### src/rtl/warp_issue_arbiter.sv
// Warp issue unit: round-robin issue grant and fixed-priority exit grant per cycle,
// with live-warp tracking from kernel launch to completion.
module warp_issue_arbiter #(
  parameter int NUM_WARPS = 8,
  parameter int WID_W     = $clog2(NUM_WARPS)
) (
  input  logic                 clk,
  input  logic                 rst,
  input  logic                 Launch_IU,
  input  logic [NUM_WARPS-1:0] Launch_Mask_IU,
  input  logic [NUM_WARPS-1:0] Req_IB_IU,
  output logic [NUM_WARPS-1:0] Grt_IU_IB,
  input  logic [NUM_WARPS-1:0] Exit_Req_IB_IU,
  output logic [NUM_WARPS-1:0] Exit_Grt_IU_IB,
  output logic                 Issue_Valid_IU_OC,
  output logic [WID_W-1:0]     Issue_WarpID_IU_OC,
  output logic [NUM_WARPS-1:0] Active_Warps_IU,
  output logic                 Busy_IU,
  output logic                 Done_IU,
  output logic [15:0]          Issue_Cnt_IU
);

  typedef enum logic [1:0] {
    S_IDLE,
    S_RUN,
    S_DONE
  } state_t;

  state_t               state_q, state_d;
  logic [NUM_WARPS-1:0] active_q, active_d;
  logic [WID_W-1:0]     ptr_q, ptr_d;
  logic [15:0]          cnt_q, cnt_d;

  logic [NUM_WARPS-1:0] elig, eligx;
  logic [NUM_WARPS-1:0] grt, xgrt;
  logic [WID_W-1:0]     gid;
  logic                 found, xfound;
  logic [WID_W-1:0]     idx;
  logic                 run;

  assign run = (state_q == S_RUN);

  // A warp asking to exit is withheld from issue, so it only ever sees the exit grant.
  always_comb begin
    eligx = Exit_Req_IB_IU & active_q & {NUM_WARPS{run}};
    elig  = Req_IB_IU & active_q & ~Exit_Req_IB_IU & {NUM_WARPS{run}};
  end

  always_comb begin
    grt   = '0;
    gid   = '0;
    found = 1'b0;
    idx   = '0;
    for (int unsigned i = 0; i < NUM_WARPS; i++) begin
      idx = ptr_q + WID_W'(i);
      if (!found && elig[idx]) begin
        found    = 1'b1;
        grt[idx] = 1'b1;
        gid      = idx;
      end
    end
  end

  always_comb begin
    xgrt   = '0;
    xfound = 1'b0;
    for (int unsigned i = 0; i < NUM_WARPS; i++) begin
      if (!xfound && eligx[WID_W'(i)]) begin
        xfound            = 1'b1;
        xgrt[WID_W'(i)]   = 1'b1;
      end
    end
  end

  always_comb begin
    state_d  = state_q;
    active_d = active_q;
    ptr_d    = ptr_q;
    cnt_d    = cnt_q;
    case (state_q)
      S_IDLE: begin
        if (Launch_IU && (Launch_Mask_IU != '0)) begin
          state_d  = S_RUN;
          active_d = Launch_Mask_IU;
          ptr_d    = '0;
          cnt_d    = '0;
        end
      end
      S_RUN: begin
        active_d = active_q & ~xgrt;
        if (found) begin
          ptr_d = gid + WID_W'(1);
          if (cnt_q != '1) cnt_d = cnt_q + 16'd1;
        end
        if (active_d == '0) state_d = S_DONE;
      end
      S_DONE:  state_d = S_IDLE;
      default: state_d = S_IDLE;
    endcase
  end

  always_ff @(posedge clk or negedge rst) begin
    if (!rst) begin
      state_q  <= S_IDLE;
      active_q <= '0;
      ptr_q    <= '0;
      cnt_q    <= '0;
    end else begin
      state_q  <= state_d;
      active_q <= active_d;
      ptr_q    <= ptr_d;
      cnt_q    <= cnt_d;
    end
  end

  assign Grt_IU_IB          = grt;
  assign Exit_Grt_IU_IB     = xgrt;
  assign Issue_Valid_IU_OC  = |grt;
  assign Issue_WarpID_IU_OC = gid;
  assign Active_Warps_IU    = active_q;
  assign Busy_IU            = run;
  assign Done_IU            = (state_q == S_DONE);
  assign Issue_Cnt_IU       = cnt_q;

endmodule

### config.mk
export PLATFORM = sky130hd
export DESIGN_NAME = warp_issue_arbiter
export DESIGN_NICKNAME = d
export VERILOG_FILES = /design/src/rtl/warp_issue_arbiter.sv
export SDC_FILE = /design/constraint.sdc
export NUM_CORES = 1
export LEC_CHECK = 0
export ABC_AREA = 1
export CORE_MARGIN = 2
export CORE_UTILIZATION = 35
export CTS_CLUSTER_SIZE = 40
export DETAILED_ROUTE_END_ITERATION = 8
export HOLD_SLACK_MARGIN = 0.05
export PLACE_DENSITY_LB_ADDON = 0.3
export SETUP_SLACK_MARGIN = 0.3
export SLEW_MARGIN = 20
export SYNTH_ARGS = -nofsm -noshare
export SYNTH_HDL_FRONTEND = slang
export SYNTH_SLANG_ARGS = --single-unit
### constraint.sdc
create_clock -name clk -period 4.2 [get_ports clk]
set_input_delay 0.63 -clock clk [delete_from_list [all_inputs] [get_ports clk]]
set_output_delay 0.63 -clock clk [all_outputs]
set_load 0.01 [all_outputs]
==> metrics.yaml <==
die_h_um: 101
antenna_cells: 0
track_usage_pct: 21.1
final-hold-violation-count: 0
grt-ovfl-total: 0
yosys_warnings: 0
ys_seq_elements: 29
h-tree-depth: 2
hpwl_um: 8190
cp.required_ns: 3.57
vias_per_cell: 5.30
grt_max_degree: 30
grt_pass1_vias: 3730
io_pins: 73
yosysSeqAreaShare_pct: 22.2
vias: 4055
clock_path_buffers: 2
slowest_stage: "clkdlybuf4s50_1"
wl_um: 11200
postCtsHoldBufs: 0
fin_nets: 688
drt_iter0_markers: 227
portBuffers: 72
dieArea_um2: 10100
drive_gt1_share_pct: 19.0
critPathArrivalTime_ns: 3.23
rows: 35
critPathLaunchType: "input port"
slew_headroom_pct: 65.5
layout.cells.most_common: "nand2_1"
cts_sinks: 29
synth_edf_count: 0
dr.pass1.iters: 5
ys.flop_type: "dfrtp_1"
async_reset_ff_share_pct: 100
rsz0062_at_grt: "true"
drc_errors: 0
yosys.area.top_type: "dfrtp_1"
synth_nets: 586
max-vdd-ir-drop_mv: 0.371
max_freq_mhz: 259
whs_ns: 0.570
fin_tns_setup_ns: 0
clk_pin_slew_worst_paths_ns: 0.07
numCtsBuffers: 5
gp_congestion: 0.948
syn_inst: 551
end_kind: "output port"
critPathKind: "in -> out"
mostFrequentLayoutCells: "nand2_1, clkdlybuf4s50_1, nor2_1"
synth_top_area_share_pct: 22.2
grt_pass1_wl_um: 17400
area.growth.synth_to_final_pct: 44.8
post-route-period-util_pct: 92.0
ys_types: 41
die_width_um: 101
wl_per_cell_um: 14.6
cp_slowest_stage_delay_ns: 0.54
crit_chain: "clkdlybuf4s50_1 > nor2_4 > nand3_2 > nand3_2 > nand3_4 > nand2_4 > buf_4 > nor2_2 > nand4_4 > a21oi_4 > buf_4 > nand2_1 > nand3_1 > nor2_2 > inv_1 > clkdlybuf4s50_1"
clkLatencyLatePin_ns: 0.28
ant_nets: 0
synth_area_leaders: "dfrtp_1, nand2_1, nand3_1"
p_total_mw: 4.78
cts_tree: "yes"
post-route-min-period_ns: 3.86
finalClockSkew_ns: 0.00900
fp.coreArea_um2: 9150
drv_cap: 0
start_util_pct: 35.7
num-fill-cells: 886
power_density_nw_per_um2: 1010
status: "finished, final reports clean"
cts_root_buffer: "clkbuf_8"
setup_viol: 0
synth_area_per_cell_um2: 5.94
critPathMaxFanout: 9
worst_pin_slew_ns: 0.512
maxSlewViolCount: 0
syn_area_um2: 3270
hp-class: "reg -> reg"
leakagePower_nw: 2.24
grt_antenna_before_repair: 0
==> stage by stage <==
step	setup slack, ns	instances	instance area (µm²)	util, %
after detailed placement	0.0909	730	4120	45.0
after floorplan	0.952	551	3270	-
after global routing	0.181	765	4740	51.8
after CTS	0.273	745	4380	47.8
after global placement	0.129	730	4120	45.0
final	0.338	765	4740	51.8
==> cell type report <==
type | count | area, µm² | share of cell area, %
clock buffer | 6 | 82.6 | 1.74
tap | 111 | 139 | 2.93
multi-input combinational | 433 | 2440 | 51.4
sequential | 29 | 728 | 15.4
timing repair buffer | 109 | 1020 | 21.6
inverter | 75 | 292 | 6.15
clock inverter | 2 | 37.5 | 0.792
==> timing repair <==
action,in CTS,in global routing
cloned,0,1
setup endpoints to repair,12,12
setup buffers,7,19
gates resized for setup,26,49
pin swaps,6,15
==> logic make-up (layout without fill, tap and decap cells) <==
| group | Yosys count | count (layout) | share of synthesized area [%] |
|---|---|---|---|
| adder cells (fa/ha/maj) | 8 | 8 | 3.06 |
| XOR/XNOR | 6 | 6 | 1.61 |
| AND/OR/NAND/NOR | 371 | 372 | 52.6 |
| AO/OA/AOI/OAI | 47 | 47 | 9.07 |
| buffers and inverters | 90 | 192 | 11.5 |
| flip-flops | 29 | 29 | 22.2 |
==> cell usage after synthesis, types with 2 or more instances <==
library cell  instances
nand2_1             147
nand3_1              79
xor2_1                6
nor3_1               26
ha_1                  8
inv_1                64
nand4_1              11
nor2_4                3
nand3_2               3
inv_2                 8
o21ai_1               4
clkinv_1              3
clkbuf_1              5
o31ai_1               4
a21oi_2               2
nand2_4               6
buf_1                 2
buf_6                 4
o211ai_1              7
nor2_2                3
buf_2                 3
nor3_2                2
nand3b_1              3
a21oi_1               8
o21ai_0              13
a31oi_1               2
dfrtp_1              29
nor2_1               79
nor4_1                3
or2_1                 2
a22oi_1               2
==> worst paths after layout <==
path	slack (ns)	from	end	cells after the start
max	0.34	Exit_Req_IB_IU[7]	Grt_IU_IB[2]	16
min	0.57	Issue_Cnt_IU[1]	Issue_Cnt_IU[1]	2
max reg2reg	1.11	ptr_q[1]	ptr_q[1]	18
min reg2reg	0.57	Issue_Cnt_IU[1]	Issue_Cnt_IU[1]	2
max in group asynchronous	3.15	rst	ptr_q[0]	2
min in group asynchronous	0.73	rst	Issue_Cnt_IU[4]	2
==> sequential cells by signal, indices dropped and copies added, names as in the netlist <==
| register | flops |
|---|---|
| Active_Warps_IU | 8 |
| Issue_Cnt_IU | 16 |
| ptr_q | 3 |
| state_q | 2 |
==> report_power, final <==
part	switching, mW	internal [mW]
clock network	0.115	0.193
logic	2.37	1.61
registers	0.121	0.374
total	2.61	2.18
==> critical path: cells and delay by family <==
| family | cells | cell delay [ns] |
|---|---|---|
| buf+inv | 5 | 1.41 |
| compound gates | 1 | 0.29 |
| simple gates | 10 | 0.89 |
==> routing by layer <==
layer,track usage [%],vias up,wire length [µm]
li1,-,2013,-
met1,29.2,1842,4960
met2,34.3,174,5220
met3,2.70,26,758
met4,6.53,0,250
met5,0,-,0
Power figures use the tool's default switching activity.
